--- src/rtl/rst_seq.sv ---
// -----------------------------------------------------------------------------
// rst_seq -- sequenced per-channel reset release controller.
//
// After the asynchronous reset is released, and after a synchroniser has
// settled, all channel resets are held asserted for HOLD_CYC cycles. The
// channels are then released one at a time, in index order. Each channel
// waits for its ready acknowledge before the next channel is released.
//
// Optional feature (macro RST_SEQ_TIMEOUT_EN):
//   - When the macro is defined, each per-channel wait is bounded to
//     TIMEOUT_CYC cycles.
//   - An expired wait sets the sticky o_timeout_err flag and advances the
//     sequence.
//   - When the macro is undefined, each wait is unbounded and o_timeout_err
//     is tied to 0.
//
// Ports:
//   i_in_clk       clock
//   i_rst_async_n  asynchronous active-low reset (release is synchronised)
//   i_soft_rst     synchronous active-high soft reset request (level)
//   i_ch_rdy       per-channel "out of reset, ready" acknowledge
//   o_rst_sync     registered active-high reset per channel
//   o_all_rel      all channels released and acknowledged
//   o_cur_ch       index of the channel currently being released
//   o_timeout_err  sticky: a channel's ready timed out
// -----------------------------------------------------------------------------
module rst_seq #(
  parameter int NUM_CH      = 4,
  parameter int SYNC_STAGES = 3,
  parameter int HOLD_CYC    = 16,
  parameter int TIMEOUT_CYC = 1024
) (
  input  logic                                           i_in_clk,
  input  logic                                           i_rst_async_n,
  input  logic                                           i_soft_rst,
  input  logic [NUM_CH-1:0]                              i_ch_rdy,
  output logic [NUM_CH-1:0]                              o_rst_sync,
  output logic                                           o_all_rel,
  output logic [((NUM_CH > 1) ? $clog2(NUM_CH) : 1)-1:0] o_cur_ch,
  output logic                                           o_timeout_err
);

  localparam int CH_W   = (NUM_CH > 1) ? $clog2(NUM_CH) : 1;
  localparam int HOLD_W = $clog2(HOLD_CYC) + 1;

  // The counter reaches HOLD_CYC-1 on the same edge that the FSM leaves
  // S_HOLD. The transition is therefore taken while the counter still
  // holds HOLD_CYC-2.
  localparam logic [HOLD_W-1:0] HOLD_LAST_M1 =
      (HOLD_CYC >= 2) ? HOLD_W'(HOLD_CYC - 2) : {HOLD_W{1'b0}};
  localparam logic [CH_W-1:0]   LAST_CH      = CH_W'(NUM_CH - 1);

  // An out-of-range parameter elaborates a visibly named block.
  if (NUM_CH < 1 || NUM_CH > 16 || SYNC_STAGES < 2 || SYNC_STAGES > 8 ||
      HOLD_CYC < 1 || TIMEOUT_CYC < 1) begin : g_illegal_params
    logic illegal_params_s;
    assign illegal_params_s = 1'b1;
  end

  typedef enum logic [1:0] {
    S_HOLD = 2'd0,
    S_REL  = 2'd1,
    S_WAIT = 2'd2,
    S_DONE = 2'd3
  } state_t;

  logic [SYNC_STAGES-1:0] sync_r;
  logic                   sync_done_s;
  state_t                 state_r, state_s;
  logic [HOLD_W-1:0]      hold_cnt_r, hold_cnt_s;
  logic [NUM_CH-1:0]      rst_sync_r, rst_sync_s;
  logic                   all_rel_r, all_rel_s;
  logic [CH_W-1:0]        cur_ch_r, cur_ch_s;
  logic                   rdy_s;
  logic                   to_hit_s;

`ifdef RST_SEQ_TIMEOUT_EN
  localparam int             TO_W    = $clog2(TIMEOUT_CYC) + 1;
  localparam logic [TO_W-1:0] TO_LAST = TO_W'(TIMEOUT_CYC - 1);
  logic [TO_W-1:0] to_cnt_r, to_cnt_s;
  logic            timeout_err_r, timeout_err_s;
`endif

  // Reset-release synchroniser: cleared asynchronously, shifts in ones.
  always_ff @(posedge i_in_clk or negedge i_rst_async_n) begin
    if (!i_rst_async_n) begin
      sync_r <= {SYNC_STAGES{1'b0}};
    end else begin
      sync_r <= {sync_r[SYNC_STAGES-2:0], 1'b1};
    end
  end

  assign sync_done_s = sync_r[SYNC_STAGES-1];

  // Timeout detection: true on the last allowed cycle of a channel wait.
  always_comb begin
    to_hit_s = 1'b0;
`ifdef RST_SEQ_TIMEOUT_EN
    if (to_cnt_r == TO_LAST) begin
      to_hit_s = 1'b1;
    end else begin
      to_hit_s = 1'b0;
    end
`endif
  end

  // Next-state and next-output logic.
  // Soft reset and an unsettled synchroniser override every state.
  always_comb begin
    state_s    = state_r;
    hold_cnt_s = hold_cnt_r;
    rst_sync_s = rst_sync_r;
    all_rel_s  = all_rel_r;
    cur_ch_s   = cur_ch_r;
`ifdef RST_SEQ_TIMEOUT_EN
    to_cnt_s      = to_cnt_r;
    timeout_err_s = timeout_err_r;
`endif
    rdy_s = i_ch_rdy[cur_ch_r];

    if (!sync_done_s || i_soft_rst) begin
      state_s    = S_HOLD;
      hold_cnt_s = {HOLD_W{1'b0}};
      rst_sync_s = {NUM_CH{1'b1}};
      all_rel_s  = 1'b0;
      cur_ch_s   = {CH_W{1'b0}};
`ifdef RST_SEQ_TIMEOUT_EN
      to_cnt_s      = {TO_W{1'b0}};
      timeout_err_s = 1'b0;
`endif
    end else begin
      case (state_r)
        S_HOLD: begin
          rst_sync_s = {NUM_CH{1'b1}};
          cur_ch_s   = {CH_W{1'b0}};
          hold_cnt_s = hold_cnt_r + HOLD_W'(1);
          if (hold_cnt_r >= HOLD_LAST_M1) begin
            state_s = S_REL;
          end else begin
            state_s = S_HOLD;
          end
        end
        S_REL: begin
          rst_sync_s[cur_ch_r] = 1'b0;
          state_s              = S_WAIT;
`ifdef RST_SEQ_TIMEOUT_EN
          to_cnt_s = {TO_W{1'b0}};
`endif
        end
        S_WAIT: begin
          // An expired timeout advances exactly as if ready had been seen.
          if (rdy_s || to_hit_s) begin
`ifdef RST_SEQ_TIMEOUT_EN
            to_cnt_s = {TO_W{1'b0}};
            if (!rdy_s) begin
              timeout_err_s = 1'b1;
            end else begin
              timeout_err_s = timeout_err_r;
            end
`endif
            if (cur_ch_r == LAST_CH) begin
              state_s   = S_DONE;
              all_rel_s = 1'b1;
            end else begin
              // The next channel is released on the same edge, with no gap.
              cur_ch_s             = cur_ch_r + CH_W'(1);
              rst_sync_s[cur_ch_s] = 1'b0;
              state_s              = S_WAIT;
            end
          end else begin
`ifdef RST_SEQ_TIMEOUT_EN
            to_cnt_s = to_cnt_r + TO_W'(1);
`endif
            state_s = S_WAIT;
          end
        end
        S_DONE: begin
          state_s = S_DONE;
        end
        default: begin
          state_s    = S_HOLD;
          hold_cnt_s = {HOLD_W{1'b0}};
          rst_sync_s = {NUM_CH{1'b1}};
          all_rel_s  = 1'b0;
          cur_ch_s   = {CH_W{1'b0}};
        end
      endcase
    end
  end

  // State and output registers.
  always_ff @(posedge i_in_clk or negedge i_rst_async_n) begin
    if (!i_rst_async_n) begin
      state_r    <= S_HOLD;
      hold_cnt_r <= {HOLD_W{1'b0}};
      rst_sync_r <= {NUM_CH{1'b1}};
      all_rel_r  <= 1'b0;
      cur_ch_r   <= {CH_W{1'b0}};
`ifdef RST_SEQ_TIMEOUT_EN
      to_cnt_r      <= {TO_W{1'b0}};
      timeout_err_r <= 1'b0;
`endif
    end else begin
      state_r    <= state_s;
      hold_cnt_r <= hold_cnt_s;
      rst_sync_r <= rst_sync_s;
      all_rel_r  <= all_rel_s;
      cur_ch_r   <= cur_ch_s;
`ifdef RST_SEQ_TIMEOUT_EN
      to_cnt_r      <= to_cnt_s;
      timeout_err_r <= timeout_err_s;
`endif
    end
  end

  assign o_rst_sync = rst_sync_r;
  assign o_all_rel  = all_rel_r;
  assign o_cur_ch   = cur_ch_r;
`ifdef RST_SEQ_TIMEOUT_EN
  assign o_timeout_err = timeout_err_r;
`else
  assign o_timeout_err = 1'b0;
`endif

endmodule

--- config.mk ---
export PLATFORM = sky130hd
export DESIGN_NAME = rst_seq
export DESIGN_NICKNAME = d
export VERILOG_FILES = /design/src/rtl/rst_seq.sv
export SDC_FILE = /design/constraint.sdc
export NUM_CORES = 1
export LEC_CHECK = 0
export CORE_MARGIN = 1.5
export CORE_UTILIZATION = 45
export DETAILED_ROUTE_END_ITERATION = 10
export HOLD_SLACK_MARGIN = 0.06
export PLACE_DENSITY = 0.76
export REMOVE_ABC_BUFFERS = 1
export SETUP_SLACK_MARGIN = 0.5
export SYNTH_ARGS = -nofsm -noshare
export SYNTH_HDL_FRONTEND = slang
export SYNTH_SLANG_ARGS = --single-unit
export TNS_END_PERCENT = 20
--- constraint.sdc ---
create_clock -name i_in_clk -period 2.02 [get_ports i_in_clk]
set_clock_uncertainty 0.2 [all_clocks]
set_input_delay 0.404 -clock i_in_clk [delete_from_list [all_inputs] [get_ports i_in_clk]]
set_output_delay 0.404 -clock i_in_clk [all_outputs]
set_load 0.03 [all_outputs]
-- Yosys cells after proc, flatten, opt, wreduce, memory -nomap -nowiden
Cells that the tools add are included.
- flip-flop bits (word level): 17
- input bits: 7
- output and inout port bits: 8
- word-level logic and storage cells: 62
- $add $sub $neg: 2
- order comparisons: 5
- equality and inequality tests: 6
- multiplexer cells: 25
- bitwise operators: 4
- reductions and logical operators: 14
- operator list (cell ; number):
    two-way mux 4 bit ; 3
    case mux 4 bit (3 select lines) ; 1
    two-way mux 2 bit ; 5
    two-way mux 5 bit ; 2
    two-way mux 1 bit ; 9
    AND reduction 3 bit ; 3
    bitwise AND 4 bit ; 2
    NOT 4 bit ; 2
    case mux 2 bit (4 select lines) ; 1
    nonzero test 2 bit ; 4
    == test 2 bit, second input constant ; 3
    < comparator 2 x 3 -> 1 bit, second input constant ; 2
    != test 3 bit, second input constant ; 2
    adder 5 x 1 -> 5 bit, second input constant ; 1
    >= comparator 5 x 4 -> 1 bit, second input constant ; 1
    demux 1 bit (select 2 bit) ; 2
    >= comparator 2 x 1 -> 1 bit, second input constant ; 2
    case mux 2 bit (2 select lines) ; 1
    nonzero test 4 bit ; 1
    nonzero test 3 bit ; 1
    adder 2 x 1 -> 2 bit, second input constant ; 1
    binary-select mux 1 bit (select 2 bit) ; 1
    == test 2 x 1 -> 1 bit, second input constant ; 1
    logical AND 1 bit ; 2
    3 further kinds ; 3

-- Logic depth before layout (Yosys ltp)
- depth after elaboration: 11
- depth in mapped cells: 6
- mapped depth without buffers: 5

-- Worst setup path before layout
No wires, ideal clock.
- path kind: reg2reg
- start: reg cur_ch_r[1], in the netlist o_cur_ch[1]
- end: reg rst_sync_r[1], in the netlist o_rst_sync[1]
- setup time: 75 ps
- arrival time: 1562 ps
- data required time: 1745 ps
- slack: 183 ps
- cell stages (with the launch flop): 5
- buffers on the path: 0
- period minus slack after synthesis: 1837 ps
- cells stage by stage: dfrtp_1 ha_1 or2_2 o221ai_4 mux2i_1
- cells in the longest elaborated chain, start to end: 11
- elaborated cells between the ends (all ways): 25
- those cells by class: add/sub (1); order compare (4); eq/ne (3); mux (10); bitwise (4); reduce/logical (3)
- RTL lines (element ; RTL line ; RTL):
    from (decl) ; 73 ; logic [CH_W-1:0] cur_ch_r, cur_ch_s;
    from (signal assigned) ; 198 ; cur_ch_r <= {CH_W{1'b0}};
    from (signal assigned) ; 208 ; cur_ch_r <= cur_ch_s;
    adder 2 x 1 -> 2 bit ; 166 ; cur_ch_s = cur_ch_r + CH_W'(1);
    < comparator 2 x 3 -> 1 bit (implied by the code) or >= comparator 2 x 1 -> 1 bit (tied branches) ; 167 ; rst_sync_s[cur_ch_s] = 1'b0;
    logical AND 1 bit (implied by the code) ; 167 ;
    two-way mux 1 bit (implied by the code) ; 167 ;
    demux 1 bit (select 2 bit) ; 167 ;
    NOT 4 bit (no source line) ; -- ;
    bitwise AND 4 bit (no source line) ; -- ;
    two-way mux 4 bit ; 161 ; if (cur_ch_r == LAST_CH) begin
    two-way mux 4 bit ; 152 ; if (rdy_s || to_hit_s) begin
    case mux 4 bit (3 select lines) ; 132 ; case (state_r)
    two-way mux 4 bit ; 121 ; if (!sync_done_s || i_soft_rst) begin
    to (signal assigned) ; 196 ; rst_sync_r <= {NUM_CH{1'b1}};
    to (signal assigned) ; 206 ; rst_sync_r <= rst_sync_s;
    to (decl) ; 71 ; logic [NUM_CH-1:0] rst_sync_r, rst_sync_s;
Several ways; a longest one is shown, not always the timed one. The select of a mux whose other input is x is not followed.
A chain may end at the register's enable or synchronous reset.

-- Worst setup path in the final report
- start: reg cur_ch_r[1], in the netlist o_cur_ch[1]
- end: reg rst_sync_r[2], in the netlist o_rst_sync[2]
Same word-level chain as after synthesis.

==> out/results.ini <==
[critical_path]
start_kind=flip-flop
path_max_fanout=4
worst_r2r_path_depth=4
worstReg2RegStart=o_cur_ch[1]
cp.required_ns=2.04
crit_path_start=o_cur_ch[1]
critical_path_class=flip-flop to flip-flop
r2r_end=o_rst_sync[2]
r2r_slack_ns=0.37
endpoint=o_rst_sync[2]
end_kind=flip-flop
cp.arrival_ns=1.67

[synth]
postSynthAreaPerCell_um2=11.1
synth_area_leaders=dfrtp_1 (30%), ha_1 (10%), dfstp_2 (9.8%)
yosys.area.top_type=dfrtp_1
yosys.area_share.simple_pct=11.5
synthAdderAreaFrac_pct=10.5
synth_top_area_share_pct=30.3
synth_compound_area_share_pct=15.3
netlist_area_um2=1070
yosysWarnings=0
synthCells=97
ys_types=34
ys_seq_area_share_pct=40.0
synth_top_family_by_area=compound AO/OA/AOI/OAI gates
ys_ff_latch=17
synth_xor_xnor_area_share_pct=3.26
synthMuxAreaShare_pct=12.2

[global_routing]
grt_first_pass_wirelength_um=3680
grt_pass1_vias=818
antenna_found_initial=0
track_usage_pct=18.5
grt_max_degree=18
grt_overflow_total=0

[hold_path]
hp-start=sync_r[1]
min_path_cells=0
hold_class=flip-flop to flip-flop

[timing]
fmax_ghz=0.607
whs_ns=0.165
rsz0062_at_grt=yes
slew_violations=0
setup_violations=0
hold_violations=0
finalSetupTns_ns=0
fin_crit_sh_pct=81.5
fin_crit_ns=1.65

[pwr]
p_per_area_nw_per_um2=433
p_int_w=0.000445
power.switching_w=0.000147
pwr-share-comb_pct=8.7
ir_drop_v=0.000355
leakagePower_nw=0.555
seq_power_share_pct=58.9
p_clk_share_pct=32.4
switching_share_pct=24.9
finalPower_w=0.000593

[finish]
area_growth_syn_to_layout_pct=27.4
nNetsFinal=138
n_antenna_cell=0
drive_gt1_share_pct=36.4

[route]
drtAntennaViolNets=0
route.met3.wl_um=83
wl_met2_um=1100
avgRoutedWirePerCell_um=14.6
vias=802
wl_um=2170
highest-signal-layer=met3
dr.pass1.iters=4
routedLengthMet1_um=989
drc_errors=0
drt_iter0_markers=17
vias_per_cell=5.38

[die]
core_um2=2230
die-width_um=51.9
io_pins=15
start_util_pct=48.1
die-area_um2=2690
die_h_um=51.9
rows=17

[clock_network]
clock_path_buffers=2
cts_tree=built
clock_sinks=17
cts_buffers=3
htreeDepth=1
path_clk_slew_ns=0.11
clock_latency_ns=0.29
root_buffer=clkbuf_4
cts_hold_buffers=0

[placement]
gp_congestion=0.789
port_buffers=13
hpwl_um=1440

[run]
maxCapViolCount=0

[outcome]
status=finished, final reports clean

==> routing by layer <==
layer	vias to the layer above	track usage, %
met5	-	0
met4	0	1.32
met3	0	5.17
met2	14	33.3
met1	399	22.9
li1	389	-
==> synthesized netlist by cell type, drive strengths merged <==
cell	count
a211oi	4
a21oi	2
a221o	1
a221oi	1
and4b	1
buf	4
clkbuf	2
conb	2
dfrtp	13
dfstp	4
ha	9
inv	8
mux2i	8
mux4	1
nand2	1
nand2b	3
nand3	1
nand4	2
nand4b	1
nor2	12
o211ai	3
o21ba	3
o221ai	3
o22a	1
or2	1
or3	1
or4	1
xnor2	1
xor2	3
==> through the flow <==
step | instances | worst slack (ns) | utilization, % | instance area (um^2)
6_report | 149 | 0.374 | 61.3 | 1370
5_1_grt | 149 | 0.310 | 61.3 | 1370
4_1_cts | 149 | 0.378 | 60.6 | 1350
3_5_place_dp | 137 | 0.0639 | 55.4 | 1240
3_3_place_gp | 137 | 0.0643 | 55.4 | 1240
2_1_floorplan | 91 | 0.0569 | - | 1030
==> flip-flops by register name (all words and copies together) (netlist names) <==
| name | count |
|---|---|
| hold_cnt_r | 5 |
| o_all_rel | 1 |
| o_cur_ch | 2 |
| sync_r | 3 |
| o_rst_sync | 4 |
| state_r | 2 |
==> critical path, stage by stage, from the launching register on <==
cell,delay [ns]
dfrtp_2,0.46
buf_4,0.17
or2_4,0.27
o221ai_4,0.22
mux2i_1,0.25
==> area by class of cell <==
cell class	instances	area (um^2)
clock inverters	1	7.51
repair buffers	26	216
flip-flops and latches	17	433
clock buffers	3	22.5
inverters	8	30.0
fillers	189	865
multi-input cells	66	624
well taps	28	35.0
==> placed cells by master (no fill, tap or decap), types with 4 or more instances in the layout <==
| master | instances |
|---|---|
| ha_1 | 6 |
| dfrtp_1 | 11 |
| a211oi_1 | 4 |
| mux2i_1 | 6 |
| buf_4 | 15 |
| nor2_1 | 12 |
| dfstp_2 | 4 |
| clkdlybuf4s50_1 | 6 |
| inv_1 | 7 |
==> how the worst min path moves through the flow <==
stage / to / slack [ns]
6_report: sync_r[2] / 0.17
5_1_grt: sync_r[2] / 0.19
4_1_cts: sync_r[2] / 0.17
3_5_place_dp: sync_r[2] / 0.14
3_3_place_gp: sync_r[2] / 0.14
2_1_floorplan: hold_cnt_r[0] / -0.09
==> cell families (layout without fill, tap and decap cells) <==
| kind of cell | after synthesis | count (layout) |
|---|---|---|
| flip-flops | 17 | 17 |
| adder cells (fa/ha/maj) | 9 | 9 |
| AO/OA/AOI/OAI | 18 | 18 |
| XOR/XNOR | 4 | 4 |
| buffers and inverters | 14 | 38 |
| multiplexers | 9 | 9 |
| AND/OR/NAND/NOR | 24 | 24 |
| other | 2 | 2 |
==> repair_timing <==
item | 4_1_cts | 5_1_grt
buffers inserted | 8 | 0
setup endpoints to repair | 18 | 19
pin swaps | 2 | 0
gates resized for setup | 49 | 3
gates cloned | 0 | 0
==> power groups by stage <==
stage          Combinational, W  Sequential (W)  Clock, W
2_1_floorplan         0.0000184        0.000354         0
3_5_place_dp          0.0000482        0.000355         0
3_3_place_gp          0.0000463        0.000355         0
6_report              0.0000518        0.000349  0.000192
4_1_cts               0.0000514        0.000349  0.000199
5_1_grt               0.0000568        0.000350  0.000213
Note: power is estimated with default switching activity, not from simulation.
